**src/rtl/mem_arb_pkg.sv**
```systemverilog
// Shared types and default sizing for the memory arbiter: FSM states,
// read-owner tags and the default memory depth / starvation limit.
package mem_arb_pkg;

    localparam int DEFAULT_DEPTH      = 1000;
    localparam int DEFAULT_STARVE_MAX = 4;

    typedef enum logic {
        ST_BOOT,
        ST_RUN
    } arb_state_t;

    typedef enum logic [1:0] {
        OWN_NONE,
        OWN_IF,
        OWN_D
    } owner_t;

endpackage

```
**src/rtl/mem_arb_prio.sv**
```systemverilog
// Fixed-priority select between data and fetch ports, with a saturating
// counter that hands the slot to fetch after STARVE_MAX consecutive data wins.
module mem_arb_prio
    import mem_arb_pkg::*;
#(
    parameter int STARVE_MAX = DEFAULT_STARVE_MAX
) (
    input  logic i_clk,
    input  logic i_rst_n,
    input  logic i_run,
    input  logic i_if_req,
    input  logic i_d_req,
    output logic o_if_gnt,
    output logic o_d_gnt
);

    localparam int               CNT_W   = $clog2(STARVE_MAX + 1);
    localparam logic [CNT_W-1:0] CNT_MAX = CNT_W'(STARVE_MAX);

    logic [CNT_W-1:0] r_starve_cnt;
    logic             w_fetch_first;

    assign w_fetch_first = (r_starve_cnt == CNT_MAX);

    // Data normally wins; a saturated counter flips priority to fetch for one grant.
    assign o_d_gnt  = i_run & i_d_req & ~(i_if_req & w_fetch_first);
    assign o_if_gnt = i_run & i_if_req & (~i_d_req | w_fetch_first);

    always_ff @(posedge i_clk or negedge i_rst_n) begin
        if (!i_rst_n) begin
            r_starve_cnt <= '0;
        end else if (!i_if_req || o_if_gnt) begin
            r_starve_cnt <= '0;
        end else if (o_d_gnt && !w_fetch_first) begin
            r_starve_cnt <= r_starve_cnt + CNT_W'(1);
        end
    end

endmodule

```
**src/rtl/mem_arbiter.sv**
```systemverilog
// Single-port memory arbiter: the boot loader owns memory until load_done,
// then data and fetch share it; read data is routed back by an owner tag.
module mem_arbiter
    import mem_arb_pkg::*;
#(
    parameter int DATA_W     = 16,
    parameter int ADDR_W     = 16,
    parameter int DEPTH      = DEFAULT_DEPTH,
    parameter int STARVE_MAX = DEFAULT_STARVE_MAX
) (
    input  logic              i_clk,
    input  logic              i_rst_n,
    input  logic              i_load_req,
    input  logic [ADDR_W-1:0] i_load_addr,
    input  logic [DATA_W-1:0] i_load_wdata,
    input  logic              i_load_done,
    output logic              o_load_gnt,
    input  logic              i_if_req,
    input  logic [ADDR_W-1:0] i_if_addr,
    output logic              o_if_gnt,
    output logic              o_if_rvalid,
    output logic [DATA_W-1:0] o_if_rdata,
    input  logic              i_d_req,
    input  logic              i_d_we,
    input  logic [ADDR_W-1:0] i_d_addr,
    input  logic [DATA_W-1:0] i_d_wdata,
    output logic              o_d_gnt,
    output logic              o_d_rvalid,
    output logic [DATA_W-1:0] o_d_rdata,
    output logic              o_mem_en,
    output logic              o_mem_we,
    output logic [ADDR_W-1:0] o_mem_addr,
    output logic [DATA_W-1:0] o_mem_wdata,
    input  logic [DATA_W-1:0] i_mem_rdata,
    output logic              o_run,
    output logic              o_addr_err
);

    localparam logic [ADDR_W-1:0] ADDR_LIMIT = ADDR_W'(DEPTH);

    arb_state_t        r_state;
    logic              r_run;
    owner_t            r_owner;
    logic              r_rd_oor;
    logic              r_addr_err;
    logic [DATA_W-1:0] r_if_rdata;
    logic [DATA_W-1:0] r_d_rdata;

    logic              w_run;
    logic              w_load_gnt;
    logic              w_if_gnt;
    logic              w_d_gnt;
    logic              w_any_gnt;
    logic              w_in_range;
    logic              w_sel_we;
    logic [ADDR_W-1:0] w_sel_addr;
    logic [DATA_W-1:0] w_sel_wdata;
    logic [DATA_W-1:0] w_rd_data;

    assign w_run = (r_state == ST_RUN);

    // The reset term keeps a loader request from writing while reset is held.
    assign w_load_gnt = i_rst_n & (r_state == ST_BOOT) & i_load_req;

    mem_arb_prio #(
        .STARVE_MAX (STARVE_MAX)
    ) u_prio (
        .i_clk    (i_clk),
        .i_rst_n  (i_rst_n),
        .i_run    (w_run),
        .i_if_req (i_if_req),
        .i_d_req  (i_d_req),
        .o_if_gnt (w_if_gnt),
        .o_d_gnt  (w_d_gnt)
    );

    assign w_any_gnt = w_load_gnt | w_if_gnt | w_d_gnt;

    always_comb begin
        w_sel_addr  = '0;
        w_sel_we    = 1'b0;
        w_sel_wdata = '0;
        if (w_load_gnt) begin
            w_sel_addr  = i_load_addr;
            w_sel_we    = 1'b1;
            w_sel_wdata = i_load_wdata;
        end else if (w_if_gnt) begin
            w_sel_addr  = i_if_addr;
        end else if (w_d_gnt) begin
            w_sel_addr  = i_d_addr;
            w_sel_we    = i_d_we;
            w_sel_wdata = i_d_wdata;
        end
    end

    assign w_in_range = (w_sel_addr < ADDR_LIMIT);

    // Out-of-range accesses are still granted but never reach the array.
    assign o_mem_en    = w_any_gnt & w_in_range;
    assign o_mem_we    = o_mem_en & w_sel_we;
    assign o_mem_addr  = w_sel_addr;
    assign o_mem_wdata = w_sel_wdata;

    assign o_load_gnt = w_load_gnt;
    assign o_if_gnt   = w_if_gnt;
    assign o_d_gnt    = w_d_gnt;
    assign o_run      = r_run;
    assign o_addr_err = r_addr_err;

    assign w_rd_data   = r_rd_oor ? '0 : i_mem_rdata;
    assign o_if_rvalid = (r_owner == OWN_IF);
    assign o_d_rvalid  = (r_owner == OWN_D);
    assign o_if_rdata  = o_if_rvalid ? w_rd_data : r_if_rdata;
    assign o_d_rdata   = o_d_rvalid  ? w_rd_data : r_d_rdata;

    always_ff @(posedge i_clk or negedge i_rst_n) begin
        if (!i_rst_n) begin
            r_state <= ST_BOOT;
            r_run   <= 1'b0;
        end else begin
            case (r_state)
                ST_BOOT: begin
                    if (i_load_done) begin
                        r_state <= ST_RUN;
                        r_run   <= 1'b1;
                    end
                end
                ST_RUN: begin
                    r_state <= ST_RUN;
                    r_run   <= 1'b1;
                end
                default: begin
                    r_state <= ST_BOOT;
                    r_run   <= 1'b0;
                end
            endcase
        end
    end

    // The owner tag routes next cycle's mem_rdata; holding registers keep rdata stable otherwise.
    always_ff @(posedge i_clk or negedge i_rst_n) begin
        if (!i_rst_n) begin
            r_owner    <= OWN_NONE;
            r_rd_oor   <= 1'b0;
            r_addr_err <= 1'b0;
            r_if_rdata <= '0;
            r_d_rdata  <= '0;
        end else begin
            if (w_if_gnt) begin
                r_owner <= OWN_IF;
            end else if (w_d_gnt && !i_d_we) begin
                r_owner <= OWN_D;
            end else begin
                r_owner <= OWN_NONE;
            end
            r_rd_oor   <= ~w_in_range;
            r_addr_err <= r_addr_err | (w_any_gnt & ~w_in_range);
            if (o_if_rvalid) begin
                r_if_rdata <= w_rd_data;
            end
            if (o_d_rvalid) begin
                r_d_rdata <= w_rd_data;
            end
        end
    end

endmodule

```
**config.mk**
```make
export PLATFORM = sky130hd
export DESIGN_NAME = mem_arbiter
export DESIGN_NICKNAME = d
export VERILOG_FILES = /design/src/rtl/mem_arb_pkg.sv /design/src/rtl/mem_arb_prio.sv /design/src/rtl/mem_arbiter.sv
export SDC_FILE = /design/constraint.sdc
export NUM_CORES = 1
export LEC_CHECK = 0
export BUFFER_PORTS_ARGS = -buffer_cell sky130_fd_sc_hd__buf_2
export CELL_PAD_IN_SITES_DETAIL_PLACEMENT = 1
export CELL_PAD_IN_SITES_GLOBAL_PLACEMENT = 2
export CORE_MARGIN = 2
export CORE_UTILIZATION = 22
export CTS_CLUSTER_DIAMETER = 60
export DETAILED_ROUTE_END_ITERATION = 7
export PLACE_DENSITY_LB_ADDON = 0.08
export SLEW_MARGIN = 5
export SYNTH_ARGS = -nofsm -noshare
export SYNTH_HDL_FRONTEND = slang
export SYNTH_HIERARCHICAL = 1
export SYNTH_SLANG_ARGS = --single-unit
```
**constraint.sdc**
```tcl
create_clock -name i_clk -period 4.7 [get_ports i_clk]
set_input_delay 1.175 -clock i_clk [delete_from_list [all_inputs] [get_ports i_clk]]
set_output_delay 1.175 -clock i_clk [all_outputs]
set_load 0.02 [all_outputs]
```
# Yosys cells after proc, flatten, opt, wreduce, memory -nomap -nowiden
# Index checks and enable logic that the tools add are counted.
[totals]
ff_bits = 41
in_bits = 103
output_inout_bits = 73
elab_cells = 59
[classes]
n_addsub = 1
order_cmp = 1
eq_ne = 4
muxes = 20
bitwise = 18
reduce_logical = 7
[op_table]
columns = ["op", "count"]
rows = [
  ["16-bit 2-to-1 mux", 9],
  ["16-bit by 10-bit less-than comparator with 1-bit output, second input constant", 1],
  ["1-bit AND", 10],
  ["3-bit 2-to-1 mux", 2],
  ["1-bit 2-to-1 mux", 5],
  ["2-bit 2-to-1 mux", 2],
  ["1-bit inverter", 4],
  ["1-bit OR", 4],
  ["1-bit one-hot mux with 2 select lines", 2],
  ["3-bit by 1-bit adder with 3-bit output, second input constant", 1],
  ["3-bit equality test, second input constant", 1],
  ["1-bit logical NOT", 3],
  ["2-bit by 1-bit equality test with 1-bit output, second input constant", 1],
  ["2-bit equality test, second input constant", 1],
  ["1-bit logical AND", 2],
  ["2-bit inequality test, second input constant", 1],
  ["2-bit nonzero test", 1],
  ["1-bit logical OR", 1],
]

# Logic depth before layout (Yosys ltp)
# Gate-level depths: netlist of the first run.
[logic_depth]
ltp_word = 11
ltp_mapped = 11
depth_no_buf = 9

# Cells and area by module
# The synthesis of the first run kept the hierarchy.
[modules_own_cells]
columns = ["mod", "instances", "cells_per_inst", "area_each_um2", "seq_area_each_um2"]
rows = [
  ["mem_arbiter", 1, 270, 2197.1, 950.9],
  ["mem_arb_prio", 1, 23, 209.0, 75.1],
]

# Least setup slack after synthesis of the first run
# No wires, ideal clock.
[synth_timing]
path_type = "input-to-output"
start = "input i_d_req"
end = "output o_mem_en"
arrival_time_ns = 3.154
required_ns = 3.525
setup_slack_ns = 0.371
path_stages = 8
n_path_buf = 1
path_cell_list = "nand2_1 a31oi_1 buf_2 nand3b_1 a31oi_1 nand3_1 o211ai_2 nor2_1"
[synth_between]
elab_chain_len = 7
elab_cells_between_ends = 12
cone_classes = "1 x order compare; 3 x mux; 8 x bitwise"
[synth_rtl]
columns = ["element", "line", "rtl"]
rows = [
  ["from (decl)", "mem_arbiter.sv:23", "input logic i_d_req,"],
  ["1-bit AND (2 in a row)", "mem_arb_prio.sv:26", "assign o_d_gnt = i_run & i_d_req & ~(i_if_req & w_fetch_first);"],
  ["net o_d_gnt", "mem_arbiter.sv:27", "output logic o_d_gnt,"],
  ["16-bit 2-to-1 mux", "mem_arbiter.sv:89", "end else if (w_d_gnt) begin"],
  ["16-bit 2-to-1 mux", "mem_arbiter.sv:87", "end else if (w_if_gnt) begin"],
  ["16-bit 2-to-1 mux", "mem_arbiter.sv:83", "if (w_load_gnt) begin"],
  ["net o_mem_addr[6]", "mem_arbiter.sv:32", "output logic [ADDR_W-1:0] o_mem_addr,"],
  ["16-bit by 10-bit less-than comparator with 1-bit output", "mem_arbiter.sv:96", "assign w_in_range = (w_sel_addr < ADDR_LIMIT);"],
  ["1-bit AND", "mem_arbiter.sv:99", "assign o_mem_en = w_any_gnt & w_in_range;"],
  ["to (decl)", "mem_arbiter.sv:30", "output logic o_mem_en,"],
]
# The timed path passes the listed nets, and every way through them passes these cells.

# Worst setup path in the final report of the first run
[layout_timing]
start = "input i_if_req"
end = "output o_mem_we"
[layout_between]
elab_chain_len = 9
elab_cells_between_ends = 16
cone_classes = "1 x order compare; 6 x mux; 9 x bitwise"
[layout_rtl]
columns = ["element", "line", "rtl"]
rows = [
  ["from (decl)", "mem_arbiter.sv:18", "input logic i_if_req,"],
  ["1-bit AND", "mem_arb_prio.sv:26", ""],
  ["1-bit inverter", "mem_arb_prio.sv:26", ""],
  ["1-bit AND", "mem_arb_prio.sv:26", ""],
  ["16-bit 2-to-1 mux", "mem_arbiter.sv:89", ""],
  ["16-bit 2-to-1 mux", "mem_arbiter.sv:87", ""],
  ["16-bit 2-to-1 mux", "mem_arbiter.sv:83", ""],
  ["16-bit by 10-bit less-than comparator with 1-bit output", "mem_arbiter.sv:96", ""],
  ["1-bit AND", "mem_arbiter.sv:99", ""],
  ["1-bit AND *", "mem_arbiter.sv:100", "assign o_mem_we = o_mem_en & w_sel_we;"],
  ["to (decl)", "mem_arbiter.sv:31", "output logic o_mem_we,"],
]
# Mark *: on every way between the ends. The rest lies on a longest branch, timed or not.

==> run_results.csv, run 1 <==
group,metric,value,unit
worst_setup_path,end_kind,"primary output",
global_routing,grt_pass1_wl,13800,µm
worst_setup_path,crit_slowest_cell,"nor4_2",
worst_setup_path,startpoint_type,"primary input",
cts,worstSkewPairLatency,290,ps
cells_and_area,fin_area,3530,µm²
cts,cts.clk_slew.worst_paths,80,ps
placed_design,dp.cells,597,
cells_and_area,instances_no_fill,605,
drt,dr_total_vias,2719,
sta,finalHoldViolCount,0,
die,die_area,11800,µm²
die,fp.dieW,109,µm
outcome,status,"complete, no violations",
placed_design,io_buffers,175,
logic_synthesis,avgSynthCellArea,8.21,µm²
cells_and_area,final_core_util,0.328,
global_routing,grt_pass1_vias,2733,
global_routing,grt_start_max_net_pins,34,
cts,htree_levels,2,
drt,final_antenna_net_count,0,
logic_synthesis,async_flop_share,1.00,
cells_and_area,num-nets-final,569,
sta,relSlewSlack,0.649,
logic_synthesis,ys_warn_count,6,
logic_synthesis,syn_inst,293,
sta,skew,4.31,ps
worst_setup_path,cp.required,3520,ps
cts,cts_resized,0,
sta,rsz0062_at_grt,"false",
drt,vias_per_cell,4.49,
placed_design,place_area,3430,µm²
hold_path,hold_class,"reg -> reg",
logic_synthesis,synthFlopType,"dfrtp_1",
sta,worst_slack,508,ps
global_routing,overflow,0,
pwr,power_density,253,nW/µm²
cts,cts.sinks,41,
die,initial_core_util,0.224,
worst_setup_path,slowest_delay,390,ps
logic_synthesis,ys_ff_latch,41,
drt,drt_wl_total,8900,µm
sta,finalMaxSlewViolations,0,
logic_synthesis,ys_seq_area_frac,0.426,
sta,hold_ws,471,ps
worst_setup_path,cp_max_fo,13,
worst_setup_path,critPathMostFrequentCell,"buf_2",
worst_setup_path,worstPathArrival,3020,ps
cells_and_area,fillers,1371,
pwr,leakage,1.90,nW
pwr,power.total,0.894,mW
cts,ctsRootBufferMaster,"clkbuf_8",
sta,max_freq,239,MHz
worst_setup_path,path_cells,"buf_2 -> nand2_1 -> a21oi_2 -> buf_4 -> nand3b_1 -> a31oi_1 -> nor4_2 -> o211ai_2 -> nor2_1 -> buf_2",
sta,tns,0,ps
logic_synthesis,netlist_area,2410,µm²
cts,cts_buffer_depth,2,
logic_synthesis,ys_types,36,
die,fp-row-count,38,
die,core_area,10700,µm²
cts,cts_buffers,5,
sta,finalSetupViolCount,0,
die,dieHeight,109,µm
cells_and_area,area_delta_synth_final,46.6,%
logic_synthesis,synth_fp_nets,398,
logic_synthesis,synth_edf_count,0,
cells_and_area,antennaDiodeCount,0,
placed_design,place_congestion,0.833,
cts,ctsHoldBuffers,0,
sta,fin_crit_sh,0.892,
cells_and_area,layout.cells.most_common,"buf_2",
worst_setup_path,path_class,"in -> out",
cells_and_area,layout-drive-gt1-share,0.452,
sta,finalWorstPathRequiredPeriod,4190,ps
drt,detail_route.first_pass.iterations,4,
flow_run,cap_violations,0,
die,io_pins,176,
cts,cts_setup_buffers,0,
drt,drtIter0Drc,94,
global_routing,antenna_found_initial,0,
sta,tightest_slew,526,ps
placed_design,pre_cts_slack,479,ps
global_routing,grt_usage,0.148,
cts,cts_tree,"yes",
cells_and_area,final_cell_mix,"175 x buf_2, 79 x nand2_1, 41 x dfrtp_1, 32 x o21ai_0",
drt,wl_per_cell,14.7,µm
drt,route.detailed.drc,0,
placed_design,dp_hpwl,6960,µm
pwr,vdd_ir_drop_max,0.114,mV
[layout make-up]
type,instances,area [µm²],area share
sequential,41,1030,0.291
clock buffer,6,82.6,0.0234
timing repair buffer,185,951,0.270
multi-input combinational,225,1260,0.356
clock inverter,2,13.8,0.00390
tap,140,175,0.0497
inverter,6,22.5,0.00639
[synthesized netlist by cell type, types with 3 or more instances]
master    number  area share
a21oi_1        3      0.0062
a221oi_1       5       0.018
a31oi_1       12       0.031
and4bb_2       9       0.047
buf_2          6       0.012
clkbuf_1      12       0.019
dfrtp_1       41        0.43
inv_1          5      0.0078
nand2_1       79        0.12
nand2b_1      18       0.047
nand3_1       18       0.037
nand3b_1      11       0.034
nor2_1        14       0.022
o21ai_0       32       0.067
[worst max-delay path, delay by kind of cell]
| kind | cells | cell delay [ps] |
|---|---|---|
| simple gates | 4 | 720 |
| buf+inv | 3 | 530 |
| compound gates | 3 | 590 |
[flip-flops by register name (all words and copies together) (netlist names)]
name and count:
r_d_rdata 16, r_if_rdata 16, u_prio/r_starve_cnt 3, r_owner 2, o_addr_err 1, o_run 1, r_rd_oor 1, r_state 1
[cell families (layout without fill, tap and decap cells)]
| logic type | count (synthesis) | after routing | share of synthesized area |
|---|---|---|---|
| simple gates | 165 | 165 | 0.369 |
| compound gates | 58 | 58 | 0.141 |
| flops | 41 | 41 | 0.426 |
| buf+inv | 27 | 199 | 0.0530 |
| fa+ha+maj | 2 | 2 | 0.0104 |
[layer usage]
layer	GRT usage	up-vias	routed length [µm]
met5	0	-	0
met4	0.0357	0	85
met3	0.0464	6	744
met2	0.242	102	4200
met1	0.189	1264	3870
li1	-	1347	-
[worst paths after layout]
kind | depth (start not counted) | slack [ps] | start | end
worst min-delay path | 1 | 470 | o_run | o_run
worst min register to register | 1 | 470 | o_run | o_run
worst max-delay path | 10 | 510 | i_if_req | o_mem_we
worst max register to register | 10 | 2110 | u_prio/r_starve_cnt[0] | o_addr_err
max in group asynchronous | 2 | 3320 | i_rst_n | r_if_rdata[1]
min in group asynchronous | 2 | 970 | i_rst_n | u_prio/r_starve_cnt[2]
[where the power goes]
group / switching [mW] / total [mW] / internal, mW
Sequential: 0.0112 / 0.390 / 0.379
Clock: 0.127 / 0.247 / 0.119
Combinational: 0.158 / 0.257 / 0.0984
Total: 0.297 / 0.894 / 0.597
(Power assumes the default switching activity.)
==> run 2: changes to the inputs <==
--- a/config.mk
+++ b/config.mk
@@ -8,7 +8,6 @@
 export BUFFER_PORTS_ARGS = -buffer_cell sky130_fd_sc_hd__buf_2
 export CELL_PAD_IN_SITES_DETAIL_PLACEMENT = 1
 export CELL_PAD_IN_SITES_GLOBAL_PLACEMENT = 2
-export CORE_MARGIN = 2
 export CORE_UTILIZATION = 22
 export CTS_CLUSTER_DIAMETER = 60
 export DETAILED_ROUTE_END_ITERATION = 7
==> constraint.sdc (replaced) <==
create_clock -name i_clk -period 4.7 [get_ports i_clk]
set_input_delay 1.175 -clock i_clk [delete_from_list [all_inputs] [get_ports i_clk]]
set_output_delay 1.175 -clock i_clk [all_outputs]
set_load 0.1 [all_outputs]
==> run_results.csv, run 2 (synthesized netlist as in run 1, its figures left out) <==
group,metric,value,unit
placed_design,place_congestion,0.762,
sta,fin_crit_sh,0.919,
flow_run,cap_violations,0,
global_routing,grt_usage,0.171,
pwr,power_switching,0.595,mW
hold_path,hold_class,"reg -> reg",
sta,max_freq,232,MHz
worst_setup_path,cp_max_fo,14,
global_routing,busiest_layer,"met2",
sta,tightest_slew,1090,ps
pwr,swShare,0.466,
sta,finalMaxSlewViolations,0,
placed_design,pre_cts_slack,323,ps
sta,rsz0062_at_grt,"false",
cts,worstSkewPairLatency,280,ps
global_routing,met1_usage,0.181,
pwr,p_clk_frac,0.194,
worst_setup_path,startpoint_type,"primary input",
cells_and_area,layout.cells.most_common,"buf_2",
global_routing,grt_pass1_vias,2908,
drt,wl_per_cell,15.8,µm
cts,cts_buffer_depth,2,
placed_design,dp.cells,594,
die,initial_core_util,0.230,
worst_setup_path,path_class,"in -> out",
sta,relSlewSlack,0.273,
placed_design,dp_hpwl,7810,µm
worst_setup_path,cp.required,3520,ps
drt,drtIter0Drc,66,
global_routing,antenna_found_initial,3,
cts,cts_setup_buffers,0,
sta,worst_slack,381,ps
pwr,intPower,0.681,mW
outcome,status,"complete, no violations",
global_routing,overflow,0,
die,io_pins,176,
cells_and_area,final_core_util,0.414,
cells_and_area,fin_area,4330,µm²
die,fp-row-count,37,
pwr,leakage,2.08,nW
drt,dr_total_vias,2758,
pwr,vdd_ir_drop_max,0.132,mV
pwr,seq_power_share,0.306,
sta,finalSetupViolCount,0,
cells_and_area,final_cell_mix,"140 x buf_2, 77 x nand2_1, 41 x dfrtp_1, 35 x buf_12, 32 x o21ai_0",
placed_design,io_buffers,175,
cells_and_area,num-nets-final,570,
worst_setup_path,end_kind,"primary output",
placed_design,place_area,4220,µm²
global_routing,grt_start_max_net_pins,36,
global_routing,grt_pass1_wl,15200,µm
drt,final_antenna_net_count,0,
drt,drt_wl_total,9570,µm
cells_and_area,top_regs,"r_d_rdata (16), r_if_rdata (16), u_prio/r_starve_cnt (3)",
die,fp.dieW,107,µm
cts,ctsRootBufferMaster,"clkbuf_8",
drt,detail_route.first_pass.iterations,4,
sta,finalHoldViolCount,0,
drt,route.detailed.drc,0,
pwr,pwr-share-comb,0.500,
cts,cts.clk_slew.worst_paths,80,ps
worst_setup_path,worstPathArrival,3140,ps
cells_and_area,layout-drive-gt1-share,0.500,
drt,vias_per_cell,4.57,
cells_and_area,instances_no_fill,604,
cts,cts.sinks,41,
cts,htree_levels,2,
die,core_area,10500,µm²
cts,ctsHoldBuffers,0,
cells_and_area,area_delta_synth_final,79.8,%
global_routing,grt_use_met3,0.0729,
cts,cts_buffers,5,
cts,cts_tree,"yes",
die,die_area,11400,µm²
pwr,power_density,295,nW/µm²
global_routing,grt_use_met2,0.312,
die,dieHeight,107,µm
sta,finalWorstPathRequiredPeriod,4320,ps
cts,cts_resized,0,
sta,hold_ws,478,ps
sta,skew,3.23,ps
## run 2: changes by cell type in the layout (fill, tap and decap cells not counted), sizes merged
cell    previous run  this run
clkbuf             6         7
clkinv             2         1
buf              185       186
diode              0         2
## run 2: area by class of cell
type                            instances  area, µm²
Antenna cell                            2       5.00
Clock buffer                            7       96.3
Clock inverter                          1       5.00
Fill cell                            1262       6140
Inverter                                6       22.5
Multi-Input combinational cell        225       1520
Sequential cell                        41       1030
Tap cell                              136        170
Timing Repair Buffer                  186       1480
## run 2: through the flow
step                power [mW]  TNS [ps]
finish                    1.28         0
global route              1.33         0
CTS                       1.30         0
detailed placement        1.04         0
global placement          1.04         0
floorplan                0.844     -83.2
## run 2: path summary, 6_finish.rpt
check,startpoint,endpoint,slack [ps],cells after the start
min,o_addr_err,o_addr_err,480,1
min reg2reg,o_addr_err,o_addr_err,480,1
max reg2reg,u_prio/r_starve_cnt[0],o_addr_err,2120,10
max,i_d_req,o_mem_wdata[10],380,8
max in group asynchronous,i_rst_n,r_if_rdata[0],3160,3
min in group asynchronous,i_rst_n,r_state,840,2
## run 2: routing by layer
layer / wire [µm] / part of all wire / up-vias
met1: 3580 / 0.37 / 1270
met5: 32 / 0.0033 / -
met4: 68 / 0.0071 / 4
met2: 4850 / 0.51 / 115
li1: - / - / 1360
met3: 1030 / 0.11 / 9
## run 2: power by group through the flow
stage	Sequential (mW)	Clock, mW	Combinational, mW
finish	0.390	0.248	0.638
global route	0.394	0.275	0.666
CTS	0.392	0.262	0.645
detailed placement	0.399	0	0.644
global placement	0.397	0	0.639
floorplan	0.394	0	0.450
## run 2: critical path: stages
cell	delay [ps]
buf_2	200
nand2_8	70
a31oi_4	160
nor2b_1	810
buf_4	320
nand3_1	90
nand2_1	120
buf_12	180
